File: config.mk
export PLATFORM = sky130hd
export DESIGN_NAME = rpm_error_calc
export DESIGN_NICKNAME = d
export VERILOG_FILES = /design/src/rtl/rpm_error_calc.sv
export SDC_FILE = /design/constraint.sdc
export NUM_CORES = 1
export LEC_CHECK = 0
export CAP_MARGIN = 20
export CORE_MARGIN = 2
export CORE_UTILIZATION = 49
export CTS_CLUSTER_SIZE = 20
export DETAILED_ROUTE_END_ITERATION = 8
export GPL_ROUTABILITY_DRIVEN = 0
export GPL_TIMING_DRIVEN = 0
export PLACE_DENSITY = 0.7
export SLEW_MARGIN = 20
export SYNTH_ARGS = -nofsm -noshare
export SYNTH_HDL_FRONTEND = slang
export SYNTH_SLANG_ARGS = --single-unit
export TNS_END_PERCENT = 100
File: constraint.sdc
create_clock -name clk -period 8.7 [get_ports clk]
set_clock_uncertainty 0.15 [all_clocks]
set_input_delay 0.87 -clock clk [delete_from_list [all_inputs] [get_ports clk]]
set_output_delay 0.87 -clock clk [all_outputs]
set_load 0.02 [all_outputs]
File: src/rtl/rpm_error_calc.sv
// rpm_error_calc: x4 quadrature speed measurement per fixed window, producing a sign-magnitude Q8
// speed and speed error. Optional input glitch filter is built when ENC_GLITCH_FILTER_EN is defined.
module rpm_error_calc #(
    parameter int unsigned        N_WIDTH       = 17,
    parameter int unsigned        Q_WIDTH       = 8,
    parameter int unsigned        SAMPLE_CYCLES = 4100,
    parameter int unsigned        CNT_WIDTH     = 12,
    parameter logic [N_WIDTH-1:0] K_SCALE       = N_WIDTH'(256),
    parameter int unsigned        FILTER_LEN    = 4
) (
    input  logic               clk,
    input  logic               reset,
    input  logic               enc_a,
    input  logic               enc_b,
    input  logic [N_WIDTH-1:0] Setpoint,
    output logic [N_WIDTH-1:0] Speed_k,
    output logic [N_WIDTH-1:0] Error_k,
    output logic               sample_valid,
    output logic               enc_fault
);

    localparam int unsigned MAG_W  = N_WIDTH - 1;
    localparam int unsigned WIN_W  = (SAMPLE_CYCLES > 1) ? $clog2(SAMPLE_CYCLES) : 1;
    localparam int unsigned PROD_W = CNT_WIDTH + N_WIDTH;

    localparam logic [WIN_W-1:0]     WIN_LAST = WIN_W'(SAMPLE_CYCLES - 1);
    localparam logic [MAG_W-1:0]     MAG_MAX  = '1;
    localparam logic [CNT_WIDTH-1:0] CNT_MAX  = {1'b0, {(CNT_WIDTH-1){1'b1}}};
    localparam logic [CNT_WIDTH-1:0] CNT_MIN  = {1'b1, {(CNT_WIDTH-2){1'b0}}, 1'b1};

    // Elaboration-time parameter sanity
    if (SAMPLE_CYCLES < 2) begin : g_bad_window
        $error("SAMPLE_CYCLES must be at least 2");
    end
    if (CNT_WIDTH < 3) begin : g_bad_cnt
        $error("CNT_WIDTH must be at least 3");
    end
    if (Q_WIDTH >= N_WIDTH) begin : g_bad_q
        $error("Q_WIDTH must be smaller than N_WIDTH");
    end
    if (FILTER_LEN < 1) begin : g_bad_filter
        $error("FILTER_LEN must be at least 1");
    end

    // Two-stage synchroniser, free-running so priming after reset sees the settled pin state
    logic [1:0] sync1;
    logic [1:0] sync2;
    logic [1:0] enc_state;

    always_ff @(posedge clk) begin
        sync1 <= {enc_a, enc_b};
        sync2 <= sync1;
    end

`ifdef ENC_GLITCH_FILTER_EN
    localparam int unsigned FCNT_W = $clog2(FILTER_LEN + 1);

    logic [1:0]        filt_q;
    logic [FCNT_W-1:0] filt_cnt [2];

    // A channel changes only after FILTER_LEN consecutive samples disagree with the held value
    always_ff @(posedge clk) begin
        for (int i = 0; i < 2; i++) begin
            if (sync2[i] == filt_q[i]) begin
                filt_cnt[i] <= '0;
            end else if (filt_cnt[i] == FCNT_W'(FILTER_LEN - 1)) begin
                filt_q[i]   <= sync2[i];
                filt_cnt[i] <= '0;
            end else begin
                filt_cnt[i] <= filt_cnt[i] + FCNT_W'(1);
            end
        end
    end

    assign enc_state = filt_q;
`else
    assign enc_state = sync2;
`endif

    logic [1:0]           prev_state;
    logic                 primed;
    logic                 step_up;
    logic                 step_dn;
    logic                 step_bad;
    logic [WIN_W-1:0]     win_cnt;
    logic                 win_end;
    logic [CNT_WIDTH-1:0] edge_cnt;
    logic [CNT_WIDTH-1:0] cnt_next;
    logic [CNT_WIDTH-1:0] cnt_mag;
    logic [PROD_W-1:0]    prod;
    logic [MAG_W-1:0]     speed_mag;
    logic [N_WIDTH-1:0]   speed_next;
    logic [N_WIDTH-1:0]   setpoint_q;
    logic                 speed_vld;
    logic [MAG_W-1:0]     sp_mag;
    logic [MAG_W-1:0]     nsp_mag;
    logic                 sp_sign;
    logic                 nsp_sign;
    logic [MAG_W:0]       mag_sum;
    logic [MAG_W-1:0]     err_mag;
    logic                 err_sign;
    logic [N_WIDTH-1:0]   error_next;

    // x4 decode of {A,B}: forward order 00 -> 01 -> 11 -> 10
    always_comb begin
        step_up  = 1'b0;
        step_dn  = 1'b0;
        step_bad = 1'b0;
        if (primed) begin
            case ({prev_state, enc_state})
                4'b00_01, 4'b01_11, 4'b11_10, 4'b10_00: step_up  = 1'b1;
                4'b00_10, 4'b10_11, 4'b11_01, 4'b01_00: step_dn  = 1'b1;
                4'b00_11, 4'b11_00, 4'b01_10, 4'b10_01: step_bad = 1'b1;
                default: ;
            endcase
        end
    end

    // Saturating edge counter, symmetric range so the magnitude always fits
    always_comb begin
        cnt_next = edge_cnt;
        if (step_up && (edge_cnt != CNT_MAX)) begin
            cnt_next = edge_cnt + CNT_WIDTH'(1);
        end else if (step_dn && (edge_cnt != CNT_MIN)) begin
            cnt_next = edge_cnt - CNT_WIDTH'(1);
        end
    end

    assign win_end = (win_cnt == WIN_LAST);

    // Speed: integer count times Q8 scale is already Q8
    always_comb begin
        cnt_mag    = cnt_next[CNT_WIDTH-1] ? (~cnt_next + CNT_WIDTH'(1)) : cnt_next;
        prod       = PROD_W'(cnt_mag) * PROD_W'(K_SCALE);
        speed_mag  = (prod > PROD_W'(MAG_MAX)) ? MAG_MAX : prod[MAG_W-1:0];
        speed_next = {cnt_next[CNT_WIDTH-1] && (speed_mag != '0), speed_mag};
    end

    // Error = Setpoint + (-Speed_k) in sign-magnitude, never producing negative zero
    always_comb begin
        sp_sign  = setpoint_q[N_WIDTH-1];
        sp_mag   = setpoint_q[MAG_W-1:0];
        nsp_sign = ~Speed_k[N_WIDTH-1];
        nsp_mag  = Speed_k[MAG_W-1:0];
        mag_sum  = {1'b0, sp_mag} + {1'b0, nsp_mag};
        err_mag  = '0;
        err_sign = 1'b0;
        if (sp_sign == nsp_sign) begin
            err_mag  = mag_sum[MAG_W] ? MAG_MAX : mag_sum[MAG_W-1:0];
            err_sign = sp_sign;
        end else if (sp_mag >= nsp_mag) begin
            err_mag  = sp_mag - nsp_mag;
            err_sign = sp_sign;
        end else begin
            err_mag  = nsp_mag - sp_mag;
            err_sign = nsp_sign;
        end
        error_next = {err_sign && (err_mag != '0), err_mag};
    end

    always_ff @(posedge clk) begin
        if (reset) begin
            primed       <= 1'b0;
            prev_state   <= '0;
            enc_fault    <= 1'b0;
            win_cnt      <= '0;
            edge_cnt     <= '0;
            setpoint_q   <= '0;
            speed_vld    <= 1'b0;
            Speed_k      <= '0;
            Error_k      <= '0;
            sample_valid <= 1'b0;
        end else begin
            primed     <= 1'b1;
            prev_state <= enc_state;
            if (step_bad) begin
                enc_fault <= 1'b1;
            end
            speed_vld    <= win_end;
            sample_valid <= speed_vld;
            if (win_end) begin
                win_cnt    <= '0;
                edge_cnt   <= '0;
                Speed_k    <= speed_next;
                setpoint_q <= Setpoint;
            end else begin
                win_cnt  <= win_cnt + WIN_W'(1);
                edge_cnt <= cnt_next;
            end
            if (speed_vld) begin
                Error_k <= error_next;
            end
        end
    end

endmodule
==> qor.yml, run 1 <==
status: "completed"
grt_max_degree: 28
wire_per_inst_um: 17.1
setup_viol: 0
post_cts_buffers: 0
syn_to_final_growth_pct: 17.7
cts_max_level: 3
cts.sinks: 79
synth_area_per_cell_um2: 7.62
synth_cell_types: 71
drc: 0
timing.final.ws_setup_ps: 3340
routed_via_density: 6.00
totalWireLength_um: 18000
ioPinCount: 57
synth_area_leaders: "dfxtp_1 (26%), ha_1 (11%), a21oi_1 (5.4%), nor2_1 (4.9%), nand2_1 (4.8%)"
num_antenna_cells: 0
firstDrtPassIters: 6
ir_drop_mv: 0.106
syn_area_um2: 6150
crit_type: "register to register"
synth-edff-count: 0
arrival_ps: 5420
clk_path_buf_depth: 2
end_kind: "register"
tritoncts: "yes"
yosys_warnings: 0
rsz0062_at_grt: "no"
power.leakage_nw: 2.94
reg2reg_to: "Error_k[16]$_SDFFE_PP0P_"
worst-r2r-cell-count: 14
grt_pass1_vias: 5770
root_buffer: "clkbuf_16"
core_area_um2: 12100
synth_area_leader_cell: "dfxtp_1"
async_reset_ff_frac: 0
yosysMostFrequentCell: "nor2_1"
final_max_slew_viol_count: 0
synth_common_cells: "nor2_1 (80), dfxtp_1 (79), nand2_1 (79)"
numPortBuffers: 56
crit_end: "Error_k[16]$_SDFFE_PP0P_"
synth-main-ff-cell: "dfxtp_1"
die_width_um: 116
numCtsBuffers: 9
post-route-period-util: 0.616
worstMarginPinSlew_ps: 891
rrSetupSlack_ps: 3340
cts_resized: 0
drtIter0Drc: 755
clock_latency_ps: 350
rows: 40
nNetsFinal: 950
grt_overflow: 0
ys_seq_area_frac: 0.257
antenna_found_initial: 0
seqCellArea_um2: 1580
die_area_um2: 13500
crit_required_ps: 8760
startpoint_type: "register"
syn_nets: 883
min_period_ps: 5360
ys_ff_latch: 79
hold_viol: 0
vias: 6286
start_util: 0.508
worst-path-max-fanout: 27
drive_gt1_frac: 0.0398
syn_inst: 807
ctsHoldBuffers: 0
multiInputGateArea_um2: 4170
track_usage: 0.272
grt_pass1_wl_um: 28800
die_height_um: 116
crit_start: "Speed_k[7]$_SDFFE_PP0P_"
fmax_mhz: 186
r2r_start: "Speed_k[7]$_SDFFE_PP0P_"
drtAntennaViolNets: 0
setup_tns_ps: 0
hold_path_class: "register to register"
slew_headroom: 0.391
synth_top_area_share: 0.257
final.fill_count: 1145
clk_pin_slew_ps: 60
dp.final_hpwl_um: 13600
power_density_nw_per_um2: 130
pre_cts_ws_ps: 2900
cap_violations: 0
-- cell usage in the layout (no fill, tap or decap), drive strengths merged, types with 6 or more instances in the layout --
| master | instances |
|---|---|
| nand3 | 17 |
| clkdlybuf4s50 | 56 |
| a21oi | 66 |
| dfxtp | 79 |
| nor4 | 8 |
| or3 | 7 |
| and3 | 12 |
| xnor2 | 24 |
| o21a | 8 |
| nor3 | 16 |
| and2 | 11 |
| and4 | 7 |
| a21o | 7 |
| nor2 | 80 |
| a31oi | 22 |
| xor2 | 18 |
| nand2b | 14 |
| nand2 | 79 |
| a211oi | 15 |
| o21ai | 43 |
| clkbuf | 47 |
| buf | 13 |
| nor2b | 9 |
| nand4 | 12 |
| mux2i | 16 |
| or4 | 6 |
| ha | 52 |
| inv | 51 |
-- critical path: stages (launching register included) --
cell       delay (ps)
dfxtp_2           700
inv_1             400
ha_1              450
clkbuf_1          360
nand4_1           270
a2111oi_0         810
o21a_1            230
buf_2             230
buf_2             310
nand2_1           110
a221oi_1          280
a2bb2oi_1         360
o21ai_0           180
nor4_1            230
a41oi_1           140
-- where the power goes --
group	internal [W]	leakage (nW)	total (W)	switching [W]
logic	0.0000618	2.15	0.000159	0.0000967
registers	0.000370	0.641	0.000379	0.00000895
clock network	0.000240	0.149	0.000404	0.000164
-- layout make-up --
class,instances,share of cell area
multi-input cells,630,0.576
flip-flops and latches,79,0.219
repair buffers,56,0.0775
clock buffers,11,0.0349
plain buffers,49,0.0297
well taps,168,0.0291
inverters,49,0.0254
clock inverters,5,0.00865
-- stage by stage --
stage | area (um^2) | total power [W] | std cells | util | hold slack [ps]
after floorplan | 6150 | 0.000496 | 807 | - | 160
after global placement | 6920 | 0.000535 | 1031 | 0.571 | 161
after detailed placement | 6920 | 0.000540 | 1031 | 0.571 | 162
after CTS | 7230 | 0.000940 | 1047 | 0.597 | 178
after global routing | 7240 | 0.000973 | 1047 | 0.597 | 181
final | 7240 | 0.000942 | 1047 | 0.597 | 177
-- worst min-delay path by stage --
stage,startpoint,endpoint,depth (start not counted)
2_1_floorplan,sync1[0]$_DFF_P_,enc_state[0]$_DFF_P_,0
3_3_place_gp,sync1[0]$_DFF_P_,enc_state[0]$_DFF_P_,0
3_5_place_dp,sync1[0]$_DFF_P_,enc_state[0]$_DFF_P_,0
4_1_cts,sync1[0]$_DFF_P_,enc_state[0]$_DFF_P_,0
5_1_grt,sync1[0]$_DFF_P_,enc_state[0]$_DFF_P_,0
6_report,sync1[0]$_DFF_P_,enc_state[0]$_DFF_P_,0
-- routing by layer --
layer	track usage	vias to the layer above	part of all wire
met3	0.0502	42	0.082
met1	0.395	2921	0.48
li1	-	3014	-
met5	0	-	0
met2	0.412	309	0.42
met4	0.0762	0	0.020
-- cell families after synthesis --
family,after synthesis,synth area share
simple gates,293,0.238
compound gates,224,0.239
buf+inv,98,0.0649
flops,79,0.257
fa+ha+maj,55,0.116
xor+xnor,42,0.0598
mux,16,0.0260
-- flip-flops by register name (all words and copies together) (netlist names), 2 cells and up --
| signal | cells |
|---|---|
| Error_k | 17 |
| Speed_k | 10 |
| edge_cnt | 12 |
| enc_state | 2 |
| prev_state | 2 |
| setpoint_q | 17 |
| sync1 | 2 |
| win_cnt | 13 |
Power figures use the tool's default switching activity.
==> inputs of run 2 (changes only) <==
- PLACE_DENSITY: 0.7 -> 0.72
- clock period: 8.7 -> 4.9 ns (I/O delays scaled with it)
==> qor.yml, run 2 (synthesis results as in run 1) <==
worstMarginPinSlew_ps: 915  # +23.9 ps
grt_max_degree: 28  # unchanged
drtAntennaViolNets: 0  # unchanged
wire_per_inst_um: 16.9  # -1.5%
drc: 0  # unchanged
cpLargestDelayFamily: "buffers and inverters"
routed_via_density: 6.05  # +0.70%
p_sw_w: 0.000461  # +71%
drive_gt1_frac: 0.0488  # +0.00899
num_antenna_cells: 0  # unchanged
hold_viol: 0  # unchanged
cts.sinks: 79  # unchanged
cap_violations: 0  # unchanged
power.leakage_nw: 2.96  # +0.73%
crit_type: "register to register"
pre_cts_ws_ps: -1010  # -3910 ps
numPortBuffers: 56  # unchanged
p_comb_frac: 0.172  # +0.004
clock_latency_ps: 340  # about the same
final.fill_count: 1134  # -0.96%
syn_to_final_growth_pct: 18.2
fin_hold_ws_ps: 181  # +4.69 ps
ctsHoldBuffers: 0  # unchanged
nNetsFinal: 952  # +0.21%
final_cell_mix: "nor2_1 (80), nand2_1 (79), dfxtp_1 (78), a21oi_1 (66), clkdlybuf4s50_1 (56)"
largestRegisters: "Error_k: 17 flops, setpoint_q: 17 flops, win_cnt: 13 flops"
arrival_ps: 4620  # -800 ps
post-route-period-util: 0.935  # +0.319
ioPinCount: 57  # unchanged
track_usage: 0.264  # -0.00722
dp.final_hpwl_um: 13500  # -0.61%
power_density_nw_per_um2: 224  # +72%
max_stage_delay_ps: 560  # -250 ps
cts_max_level: 3  # unchanged
numCtsBuffers: 9  # unchanged
path_cells: "clkinvlp_4 > ha_1 > clkbuf_1 > nand4_1 > a2111oi_4 > o21a_1 > buf_2 > buf_2 > mux2i_1 > xnor2_1 > o22ai_1 > nand4_1 > nor4_1 > a41oi_1"
p_seq_frac: 0.414  # +0.011
setup_tns_ps: 0  # unchanged
die_height_um: 116  # unchanged
final_max_slew_viol_count: 0  # unchanged
firstDrtPassIters: 5  # -1
clk_pin_slew_ps: 60  # about the same
setup_viol: 0  # unchanged
vias: 6342  # +0.89%
clk_path_buf_depth: 2  # unchanged
grt_pass1_vias: 5675  # -1.6%
slowest_stage: "dfxtp_4"
root_buffer: "clkbuf_16"
totalWireLength_um: 17700  # -1.4%
grt_pass1_wl_um: 28600  # -0.72%
slew_headroom: 0.386  # -0.00499
grt_overflow: 0  # unchanged
critPathBufInv: 4  # unchanged
worst-path-max-fanout: 27  # unchanged
drtIter0Drc: 823  # +9.0%
start_util: 0.508  # unchanged
die_width_um: 116  # unchanged
swShare: 0.284  # -0.00218
tritoncts: "yes"
rows: 40  # unchanged
min_period_ps: 4580  # -781 ps
end_kind: "register"
antenna_found_initial: 0  # unchanged
die_area_um2: 13500  # unchanged
startpoint_type: "register"
ir_drop_mv: 0.153  # +43%
status: "completed"
timing.final.ws_setup_ps: 319  # -3020 ps
core_area_um2: 12100  # unchanged
fmax_mhz: 218  # +17%
intPower_w: 0.00116  # +73%
p_clk_frac: 0.414  # -0.015
crit_required_ps: 4940  # -3820 ps
layout_commonest_cell: "nor2_1"
hold_path_class: "register to register"
run 2: layer usage:
metal	track usage	vias up	wire [um]
met5	0	-	0
met1	0.387	2960	8200
li1	-	3029	-
met2	0.406	319	7610
met4	0.0619	0	274
met3	0.0455	34	1630
run 2: path summary, 6_finish.rpt:
kind | slack (ps) | cells after the start | to | from
setup / recovery | 320 | 14 | Error_k[16]$_SDFFE_PP0P_ | Speed_k[7]$_SDFFE_PP0P_
setup reg to reg | 320 | 14 | Error_k[16]$_SDFFE_PP0P_ | Speed_k[7]$_SDFFE_PP0P_
hold / removal | 180 | 0 | enc_state[1]$_DFF_P_ | sync1[1]$_DFF_P_
hold reg to reg | 180 | 0 | enc_state[1]$_DFF_P_ | sync1[1]$_DFF_P_
run 2: cell type report:
cell class	instances	area [um^2]	share of cell area
plain buffers	49	220	0.0303
clock buffers	11	233	0.0320
clock inverters	5	57.6	0.00792
inverters	49	188	0.0258
multi-input cells	630	4200	0.578
flip-flops and latches	79	1590	0.218
well taps	168	210	0.0289
repair buffers	58	576	0.0792
run 2: metrics by stage:
step	total power, W	area [um^2]	std cells	utilization
global placement	0.000949	6920	1031	0.571
CTS	0.00162	7220	1047	0.596
detailed placement	0.000957	6920	1031	0.571
global route	0.00168	7270	1049	0.600
floorplan	0.000881	6150	807	-
finish	0.00162	7270	1049	0.600
run 2: power groups by stage:
| stage | combinational, W | clock [W] | sequential (W) |
|---|---|---|---|
| 5_1_grt | 0.000303 | 0.000700 | 0.000675 |
| 3_3_place_gp | 0.000262 | 0 | 0.000687 |
| 2_1_floorplan | 0.000197 | 0 | 0.000685 |
| 6_report | 0.000279 | 0.000672 | 0.000673 |
| 4_1_cts | 0.000271 | 0.000671 | 0.000673 |
| 3_5_place_dp | 0.000269 | 0 | 0.000688 |
run 2: worst reg2reg max path, cell delays in order, from the launching register on:
cell,delay (ps)
dfxtp_4,560
clkinvlp_4,320
ha_1,350
clkbuf_1,320
nand4_1,320
a2111oi_4,440
o21a_1,170
buf_2,220
buf_2,300
mux2i_1,250
xnor2_1,110
o22ai_1,340
nand4_1,140
nor4_1,310
a41oi_1,150
run 2: timing repair:
item	CTS	global route
hold endpoints to repair	0	0
pin swaps	0	1
buffers inserted	0	2
resized for setup	5	10
endpoints found under the setup margin	16	1
==> inputs of run 3 (changes only) <==
- CAP_MARGIN: 20 -> unset
==> results of run 3 <==
Final layout, timing and power as in run 2 (identical DEF).
